==> src/rtl/multiport_register_file.sv <==
// Register file with one write port, two registered read ports and a
// sweep-clear controller that zeroes one register per cycle.
module multiport_register_file #(
    parameter int WIDTH    = 8,
    parameter int DEPTH    = 4,
    parameter int ZERO_REG = 0
) (
    input  logic                         clk,
    input  logic                         reset,
    input  logic                         write_enable,
    input  logic [$clog2(DEPTH)-1:0]     write_address,
    input  logic [WIDTH-1:0]             write_data,
    input  logic [$clog2(DEPTH)-1:0]     read_address_a,
    input  logic [$clog2(DEPTH)-1:0]     read_address_b,
    output logic [WIDTH-1:0]             read_data_a,
    output logic [WIDTH-1:0]             read_data_b,
    input  logic                         clear_all_start,
    output logic                         busy,
    output logic                         clear_done
);

    // state | meaning
    // IDLE  | normal writes accepted; clear_all_start launches a sweep
    // CLEAR | zeroing register[index] each cycle, writes dropped
    localparam int AW = $clog2(DEPTH);
    localparam logic [AW-1:0] INDEX_LAST = AW'(DEPTH - 1);

    typedef enum logic {IDLE, CLEAR} state_t;

    state_t            state_q, state_d;
    logic [AW-1:0]     index_q, index_d;
    logic [WIDTH-1:0]  regs_q [DEPTH];
    logic [WIDTH-1:0]  regs_d [DEPTH];
    logic [WIDTH-1:0]  read_data_a_q, read_data_a_d;
    logic [WIDTH-1:0]  read_data_b_q, read_data_b_d;
    logic              busy_q, busy_d;
    logic              clear_done_q, clear_done_d;

    always_comb begin
        state_d      = state_q;
        index_d      = index_q;
        regs_d       = regs_q;
        clear_done_d = 1'b0;
        case (state_q)
            IDLE: begin
                if (write_enable) begin
                    regs_d[write_address] = write_data;
                end
                if (clear_all_start) begin
                    state_d = CLEAR;
                    index_d = '0;
                end
            end
            CLEAR: begin
                regs_d[index_q] = '0;
                index_d         = index_q + 1'b1;
                if (index_q == INDEX_LAST) begin
                    state_d      = IDLE;
                    clear_done_d = 1'b1;
                end
            end
            default: state_d = IDLE;
        endcase
        if (ZERO_REG != 0) begin
            regs_d[0] = '0;
        end
        busy_d = (state_d == CLEAR);
        // Reading the post-update array gives write-first and clear bypass.
        read_data_a_d = regs_d[read_address_a];
        read_data_b_d = regs_d[read_address_b];
    end

    always_ff @(posedge clk) begin
        if (reset) begin
            state_q       <= IDLE;
            index_q       <= '0;
            read_data_a_q <= '0;
            read_data_b_q <= '0;
            busy_q        <= 1'b0;
            clear_done_q  <= 1'b0;
            for (int i = 0; i < DEPTH; i++) begin
                regs_q[i] <= '0;
            end
        end else begin
            state_q       <= state_d;
            index_q       <= index_d;
            read_data_a_q <= read_data_a_d;
            read_data_b_q <= read_data_b_d;
            busy_q        <= busy_d;
            clear_done_q  <= clear_done_d;
            for (int i = 0; i < DEPTH; i++) begin
                regs_q[i] <= regs_d[i];
            end
        end
    end

    assign read_data_a = read_data_a_q;
    assign read_data_b = read_data_b_q;
    assign busy        = busy_q;
    assign clear_done  = clear_done_q;

endmodule

==> config.mk <==
export PLATFORM = sky130hd
export DESIGN_NAME = multiport_register_file
export DESIGN_NICKNAME = d
export VERILOG_FILES = /design/src/rtl/multiport_register_file.sv
export SDC_FILE = /design/constraint.sdc
export NUM_CORES = 1
export LEC_CHECK = 0
export BUFFER_PORTS_ARGS = -buffer_cell sky130_fd_sc_hd__buf_2
export CAP_MARGIN = 0
export CELL_PAD_IN_SITES_DETAIL_PLACEMENT = 0
export CELL_PAD_IN_SITES_GLOBAL_PLACEMENT = 1
export CORE_UTILIZATION = 47
export DETAILED_ROUTE_END_ITERATION = 16
export PLACE_DENSITY_LB_ADDON = 0.1
export SLEW_MARGIN = 20
export SYNTH_ARGS = -nofsm -noshare
export SYNTH_HDL_FRONTEND = slang
export SYNTH_SLANG_ARGS = --single-unit
export TNS_END_PERCENT = 1
==> constraint.sdc <==
create_clock -name clk -period 5.6 [get_ports clk]
set_input_delay 0.56 -clock clk [delete_from_list [all_inputs] [get_ports clk]]
set_output_delay 0.56 -clock clk [all_outputs]
set_load 0.01 [all_outputs]
==> metrics.txt, run 1 <==
# TYPE chip_impl_metric gauge
chip_impl_metric{name="post_cts_hold_buffer_count",unit=""} 0
chip_impl_metric{name="place.gp.congestion",unit=""} 0.848
chip_impl_metric{name="final_net_count",unit=""} 346
chip_impl_metric{name="global_route_wire_length_before_repair",unit="um"} 12000
chip_impl_metric{name="grt_start_max_net_pins",unit=""} 43
chip_impl_metric{name="dp_hpwl",unit="um"} 5390
chip_impl_info{name="synthFlopType",value="sky130_fd_sc_hd__dfxtp_1"} 1
chip_impl_metric{name="pre_cts_ws",unit="ns"} 3.04
chip_impl_metric{name="wl_per_cell",unit="um"} 19.6
chip_impl_metric{name="clock_slew_seen_by_the_registers_of_the_worst_setup_and_hold_paths",unit="ns"} 0.09
chip_impl_metric{name="port-buffer-count",unit=""} 35
chip_impl_info{name="cpMaxStageDelayCell",value="sky130_fd_sc_hd__or4b_1"} 1
chip_impl_metric{name="area_growth",unit="%"} 9.07
chip_impl_metric{name="clock-skew-final",unit="ns"} 0.00461
chip_impl_metric{name="core.rowCount",unit=""} 27
chip_impl_metric{name="core",unit="sq um"} 5610
chip_impl_metric{name="fp.dieArea",unit="sq um"} 6240
chip_impl_info{name="yosys-top-cells-area",value="sky130_fd_sc_hd__dfxtp_1, sky130_fd_sc_hd__mux2i_1, sky130_fd_sc_hd__a21boi_0, sky130_fd_sc_hd__a211o_1, sky130_fd_sc_hd__nand2_1"} 1
chip_impl_metric{name="max-clock-path-buffers",unit=""} 2
chip_impl_info{name="run_status",value="completed"} 1
chip_impl_metric{name="final-hold-violation-count",unit=""} 0
chip_impl_metric{name="placed_cells_incl_taps",unit=""} 389
chip_impl_metric{name="syn_area",unit="sq um"} 2790
chip_impl_metric{name="drc",unit=""} 0
chip_impl_info{name="cts.root.buffer_cell",value="sky130_fd_sc_hd__clkbuf_8"} 1
chip_impl_metric{name="avgSynthCellArea",unit="sq um"} 9.13
chip_impl_metric{name="timing_max_transition_violations_final",unit=""} 0
chip_impl_metric{name="ys_types",unit=""} 49
chip_impl_info{name="yosys-top-cells-count",value="sky130_fd_sc_hd__dfxtp_1, sky130_fd_sc_hd__nand2_1, sky130_fd_sc_hd__nor2_1, sky130_fd_sc_hd__a21boi_0, sky130_fd_sc_hd__mux2i_1"} 1
chip_impl_metric{name="setup_total_negative_slack",unit="ns"} 0
chip_impl_metric{name="period_minus_slack",unit="ns"} 2.59
chip_impl_info{name="ordered_cell_list_for_the_critical_path",value="buf_4, or4b_1, mux2i_4, a2111oi_0, a211o_1"} 1
chip_impl_metric{name="grt_antenna_before_repair",unit=""} 0
chip_impl_info{name="rsz0062_at_grt",value="false"} 1
chip_impl_metric{name="max-vdd-ir-drop",unit="mV"} 0.150
chip_impl_metric{name="initial_utilization",unit="%"} 49.7
chip_impl_info{name="timing.hold.worst.class",value="reg2reg"} 1
chip_impl_metric{name="setup_slack",unit="ns"} 3.01
chip_impl_info{name="yosys.cell_count.top_type",value="sky130_fd_sc_hd__dfxtp_1"} 1
chip_impl_metric{name="number_of_global_route_vias_before_repair",unit=""} 2240
chip_impl_metric{name="cts-resized-gates",unit=""} 0
chip_impl_info{name="critical-path-top-delay-family",value="simple AND/OR/NAND/NOR gates"} 1
chip_impl_metric{name="critical_path_arrival",unit="ns"} 2.84
chip_impl_info{name="startpoint_type",value="flip-flop"} 1
chip_impl_info{name="cts_tree",value="yes"} 1
chip_impl_metric{name="floorplan.io_pins",unit=""} 36
chip_impl_info{name="timing_worst_setup_path_type",value="reg2reg"} 1
chip_impl_metric{name="cp_bufs_invs",unit=""} 1
chip_impl_metric{name="fmax",unit="MHz"} 387
chip_impl_metric{name="grtUsageTotal",unit="%"} 25.6
chip_impl_metric{name="synth.net_count",unit=""} 327
chip_impl_metric{name="netlist_instances",unit=""} 305
chip_impl_metric{name="max_cap_violations",unit=""} 0
chip_impl_metric{name="vias",unit=""} 2451
chip_impl_metric{name="numClockSinks",unit=""} 52
chip_impl_metric{name="cp_max_fo",unit=""} 24
chip_impl_metric{name="insertedDiodeCount",unit=""} 0
chip_impl_metric{name="synth_largest_type_area_fraction",unit="%"} 37.4
chip_impl_info{name="worstSetupEndpointType",value="flip-flop"} 1
chip_impl_metric{name="worst_ep_required_time",unit="ns"} 5.85
chip_impl_metric{name="number_of_vias_per_cell_after_detailed_routing",unit=""} 6.21
chip_impl_metric{name="timing.hold.ws",unit="ns"} 0.492
chip_impl_metric{name="layout.cell_area.non_filler",unit="sq um"} 3040
chip_impl_metric{name="synth-edff-count",unit=""} 0
chip_impl_metric{name="final_cells",unit=""} 395
chip_impl_metric{name="timing_worst_slew_pin_value",unit="ns"} 0.860
chip_impl_metric{name="antenna_left",unit=""} 0
chip_impl_metric{name="setup_viol_count_final",unit=""} 0
chip_impl_metric{name="yosys_warnings",unit=""} 0
chip_impl_metric{name="number_of_detailed_routing_iterations_run_before_antenna_repair",unit=""} 5
chip_impl_info{name="post-synth-top-area-cell",value="sky130_fd_sc_hd__dfxtp_1"} 1
chip_impl_metric{name="share_of_the_yosys_chip_area_belonging_to_registers",unit="%"} 37.4
chip_impl_metric{name="placed_cell_area",unit="sq um"} 2940
chip_impl_metric{name="asr_flop_ratio_synth",unit="%"} 0
chip_impl_metric{name="power.density",unit="nW/um^2"} 258
chip_impl_metric{name="first_iter_violations",unit=""} 321
chip_impl_metric{name="cts_max_level",unit=""} 2
chip_impl_metric{name="numCtsBuffers",unit=""} 5
chip_impl_metric{name="cp_slowest_stage_delay",unit="ns"} 0.76
chip_impl_metric{name="finalCritPeriodShare",unit="%"} 46.2
chip_impl_metric{name="die_h",unit="um"} 79.0
chip_impl_metric{name="dieWidth",unit="um"} 79.0
chip_impl_metric{name="post_cts_setup_inserts",unit=""} 0
chip_impl_metric{name="postSynthRegisterBits",unit=""} 52
chip_impl_metric{name="timing.slew.headroom",unit="%"} 42.5
chip_impl_metric{name="overflow",unit=""} 0
chip_impl_metric{name="layout-drive-gt1-share",unit="%"} 19.8
chip_impl_metric{name="total_leakage_power",unit="nW"} 1.28
chip_impl_metric{name="final_wl",unit="um"} 7740
chip_impl_metric{name="later_pin_clock_latency_in_the_skew_report",unit="ns"} 0.30
==> where the power goes <==
| group | internal, W | switching [W] |
|---|---|---|
| clock | 0.000129 | 0.000121 |
| combinational | 0.0000528 | 0.0000841 |
| sequential | 0.000388 | 0.0000104 |
| total | 0.000569 | 0.000215 |
==> worst register-to-register path, delay by kind of cell (launching register included) <==
family / cells / cell delay, ns
simple gates: 1 / 0.77
flops: 1 / 0.55
mux: 1 / 0.30
buf+inv: 1 / 0.33
compound gates: 2 / 0.58
==> cell families (layout without fill, tap and decap cells) <==
kind of cell / Yosys count / after routing / share of synthesized area, %
simple gates: 88 / 88 / 16.8
fa+ha+maj: 4 / 4 / 1.80
buf+inv: 33 / 51 / 5.48
mux: 27 / 27 / 11.4
xor+xnor: 2 / 2 / 0.629
compound gates: 99 / 99 / 26.5
flops: 52 / 52 / 37.4
==> metrics by stage <==
stage               util [%]  total power, W
floorplan                  -        0.000499
global placement        52.4        0.000541
detailed placement      52.4        0.000541
CTS                     54.2        0.000789
global route            54.2        0.000816
finish                  54.2        0.000784
==> path summary, 6_finish.rpt <==
kind | startpoint | endpoint | slack, ns | cells after the start
setup / recovery | busy | read_data_b[3] | 3.01 | 5
hold / removal | regs_q[21] | regs_q[21] | 0.49 | 2
hold reg to reg | regs_q[21] | regs_q[21] | 0.49 | 2
setup reg to reg | busy | read_data_b[3] | 3.01 | 5
==> layout make-up <==
cell class | count | area (sq um)
Clock buffer | 5 | 68.8
Fill cell | 542 | 2570
Clock inverter | 1 | 30.0
Multi-Input combinational cell | 220 | 1590
Timing Repair Buffer | 36 | 183
Inverter | 9 | 33.8
Sequential cell | 52 | 1040
Tap cell | 72 | 90.1
==> sequential cells by signal, summed over array words and instances (netlist names) <==
register and cells:
busy 1, clear_done 1, index_q 2, read_data_a 8
read_data_b 8, regs_q 32
==> per-layer routing <==
layer	routed length (um)	GRT usage, %	share of wire [%]
met2	3260	35.5	42
met3	557	2.99	7.2
met5	0	0	0
met4	93	9.45	1.2
met1	3830	39.6	49
==> cell usage in the layout (no fill, tap or decap), drive strengths merged, types with 3 or more instances in the layout <==
cell type / count
a2111oi: 4
a211o: 12
a211oi: 4
a21boi: 16
a21o: 6
a21oi: 11
a2bb2oi: 4
a31oi: 5
buf: 36
clkbuf: 5
dfxtp: 52
ha: 4
inv: 9
mux2: 8
mux2i: 17
nand2: 26
nand2b: 8
nand3: 10
nor2: 19
nor2b: 8
nor3: 3
o21ai: 3
o221ai: 8
o22ai: 15
or2: 4
Note: power is estimated with default switching activity, not from simulation.
==> run 2, diff against run 1 <==
CORE_UTILIZATION = 44   (was 47)
clock period = 2.6 ns   (was 5.6 ns; I/O delays follow)
==> metrics.txt, run 2 (synthesis gave the netlist of run 1 again) <==
# TYPE chip_impl_metric gauge
chip_impl_info{name="end_point_of_the_most_critical_hold_path",value="busy"} 1
chip_impl_metric{name="worst_ep_required_time",unit="ns"} 2.80
chip_impl_metric{name="numCtsBuffers",unit=""} 5
chip_impl_metric{name="rr_worst_depth",unit=""} 5
chip_impl_metric{name="final_cells",unit=""} 405
chip_impl_metric{name="timing.slew.headroom",unit="%"} 56.6
chip_impl_metric{name="antenna_left",unit=""} 0
chip_impl_metric{name="final_wl",unit="um"} 7440
chip_impl_metric{name="total_leakage_power",unit="nW"} 1.31
chip_impl_info{name="cpMaxStageDelayCell",value="sky130_fd_sc_hd__nand4bb_1"} 1
chip_impl_info{name="worstSetupEndpointType",value="flip-flop"} 1
chip_impl_metric{name="fp.dieArea",unit="sq um"} 6650
chip_impl_metric{name="setup_slack",unit="ns"} 0.591
chip_impl_metric{name="cts_max_level",unit=""} 2
chip_impl_metric{name="clock-skew-final",unit="ns"} 0.0101
chip_impl_info{name="most_common_cell_after_layout_fill_and_taps_aside",value="sky130_fd_sc_hd__dfxtp_1"} 1
chip_impl_metric{name="initial_utilization",unit="%"} 46.2
chip_impl_metric{name="placed_cells_incl_taps",unit=""} 397
chip_impl_metric{name="post_cts_setup_inserts",unit=""} 0
chip_impl_metric{name="max_cap_violations",unit=""} 0
chip_impl_metric{name="fmax",unit="MHz"} 498
chip_impl_metric{name="wl_per_cell",unit="um"} 18.4
chip_impl_metric{name="clock_slew_seen_by_the_registers_of_the_worst_setup_and_hold_paths",unit="ns"} 0.10
chip_impl_info{name="worstReg2RegEnd",value="read_data_b[3]"} 1
chip_impl_metric{name="first_iter_violations",unit=""} 289
chip_impl_info{name="layout.cells.most_common_list",value="sky130_fd_sc_hd__dfxtp_1, sky130_fd_sc_hd__buf_2, sky130_fd_sc_hd__nand2_1"} 1
chip_impl_metric{name="cts-resized-gates",unit=""} 0
chip_impl_info{name="timing.hold.worst.class",value="in2reg"} 1
chip_impl_metric{name="ff2ff_setup_slack",unit="ns"} 0.59
chip_impl_metric{name="power.density",unit="nW/um^2"} 564
chip_impl_metric{name="max-vdd-ir-drop",unit="mV"} 0.325
chip_impl_metric{name="number_of_global_route_vias_before_repair",unit=""} 2182
chip_impl_metric{name="layout-drive-gt1-share",unit="%"} 21.5
chip_impl_info{name="worstReg2RegStart",value="busy"} 1
chip_impl_metric{name="final-hold-violation-count",unit=""} 0
chip_impl_metric{name="core",unit="sq um"} 6030
chip_impl_metric{name="period_minus_slack",unit="ns"} 2.01
chip_impl_metric{name="setup_viol_count_final",unit=""} 0
chip_impl_info{name="largest-register",value="regs_q"} 1
chip_impl_info{name="cts.root.buffer_cell",value="sky130_fd_sc_hd__clkbuf_8"} 1
chip_impl_metric{name="floorplan.io_pins",unit=""} 36
chip_impl_metric{name="vias",unit=""} 2430
chip_impl_info{name="critical-path-top-delay-family",value="simple AND/OR/NAND/NOR gates"} 1
chip_impl_metric{name="finalCritPeriodShare",unit="%"} 77.3
chip_impl_metric{name="cp_slowest_stage_delay",unit="ns"} 0.51
chip_impl_metric{name="post_cts_hold_buffer_count",unit=""} 0
chip_impl_metric{name="global_route_wire_length_before_repair",unit="um"} 11700
chip_impl_info{name="cts_tree",value="yes"} 1
chip_impl_metric{name="max-clock-path-buffers",unit=""} 2
chip_impl_metric{name="dp_hpwl",unit="um"} 5330
chip_impl_metric{name="core.rowCount",unit=""} 28
chip_impl_metric{name="fin_util",unit="%"} 51.5
chip_impl_metric{name="grt_antenna_before_repair",unit=""} 0
chip_impl_metric{name="area_growth",unit="%"} 11.4
chip_impl_info{name="ordered_cell_list_for_the_critical_path",value="buf_4, nand4bb_1, mux2i_1, o22ai_1, a211o_1"} 1
chip_impl_info{name="startpoint_type",value="flip-flop"} 1
chip_impl_info{name="timing_worst_setup_path_type",value="reg2reg"} 1
chip_impl_info{name="run_status",value="completed"} 1
chip_impl_metric{name="later_pin_clock_latency_in_the_skew_report",unit="ns"} 0.31
chip_impl_metric{name="number_of_detailed_routing_iterations_run_before_antenna_repair",unit=""} 4
chip_impl_info{name="holdCritStartpoint",value="clear_all_start"} 1
chip_impl_metric{name="insertedDiodeCount",unit=""} 0
chip_impl_metric{name="numClockSinks",unit=""} 52
chip_impl_metric{name="timing.hold.ws",unit="ns"} 0.226
chip_impl_metric{name="largest_register_ffs",unit=""} 32
chip_impl_metric{name="port-buffer-count",unit=""} 35
chip_impl_metric{name="timing_max_transition_violations_final",unit=""} 0
chip_impl_metric{name="cp_max_fo",unit=""} 11
chip_impl_metric{name="hold_path_depth",unit=""} 3
chip_impl_metric{name="drc",unit=""} 0
chip_impl_metric{name="pre_cts_ws",unit="ns"} 0.528
chip_impl_metric{name="overflow",unit=""} 0
chip_impl_info{name="rsz0062_at_grt",value="false"} 1
chip_impl_metric{name="critical_path_arrival",unit="ns"} 2.21
chip_impl_metric{name="die_h",unit="um"} 81.6
chip_impl_metric{name="timing_worst_slew_pin_value",unit="ns"} 0.651
chip_impl_metric{name="grtUsageTotal",unit="%"} 23.7
chip_impl_metric{name="setup_total_negative_slack",unit="ns"} 0
chip_impl_metric{name="final_net_count",unit=""} 351
chip_impl_metric{name="number_of_vias_per_cell_after_detailed_routing",unit=""} 6.00
chip_impl_metric{name="grt_start_max_net_pins",unit=""} 31
chip_impl_metric{name="place.gp.congestion",unit=""} 0.826
chip_impl_metric{name="cp_bufs_invs",unit=""} 1
chip_impl_metric{name="dieWidth",unit="um"} 81.6
[run 2: worst reg2reg max path, cell delays in order (launching register included)]
cell and delay (ns):
sky130_fd_sc_hd__dfxtp_1 0.34, sky130_fd_sc_hd__buf_4 0.18, sky130_fd_sc_hd__nand4bb_1 0.51, sky130_fd_sc_hd__mux2i_1 0.44
sky130_fd_sc_hd__o22ai_1 0.13, sky130_fd_sc_hd__a211o_1 0.30
[run 2: worst max-delay path by stage]
| stage | from | end | slack (ns) | cells past startpoint |
|---|---|---|---|---|
| after detailed placement | write_address[0] | read_data_b[3] | 0.53 | 5 |
| after global routing | busy | read_data_b[0] | 0.42 | 5 |
| final | busy | read_data_b[3] | 0.59 | 5 |
| after CTS | busy | read_data_a[2] | 0.58 | 5 |
| after floorplan | busy | read_data_b[3] | 0.75 | 5 |
| after global placement | write_address[0] | read_data_b[3] | 0.55 | 5 |
[run 2: where the power goes]
group | switching, W | internal (W) | total, W
Clock | 0.000281 | 0.000315 | 0.000596
Sequential | 0.0000165 | 0.000835 | 0.000851
Combinational | 0.000183 | 0.000118 | 0.000301
Total | 0.000481 | 0.00127 | 0.00175
[run 2: layout make-up]
type / count / area, sq um
Fill cell: 604 / 2920
Multi-Input combinational cell: 220 / 1590
Sequential cell: 52 / 1040
Timing Repair Buffer: 41 / 220
Tap cell: 75 / 93.8
Clock buffer: 6 / 82.6
Clock inverter: 2 / 38.8
Inverter: 9 / 33.8
[run 2: through the flow]
stage,power [W],cell area (sq um)
5_1_grt,0.00182,3100
3_5_place_dp,0.00117,2980
2_1_floorplan,0.00108,2790
6_report,0.00175,3100
4_1_cts,0.00176,3100
3_3_place_gp,0.00117,2980
[run 2: metal layers]
metal	routed length [um]	vias up	GRT usage, %	part of all wire (%)
met5	0	-	0	0
met2	3210	78	34.6	43
met1	3680	1169	36.2	49
met4	56	0	5.18	0.75
li1	-	1178	-	-
met3	494	5	3.67	6.6
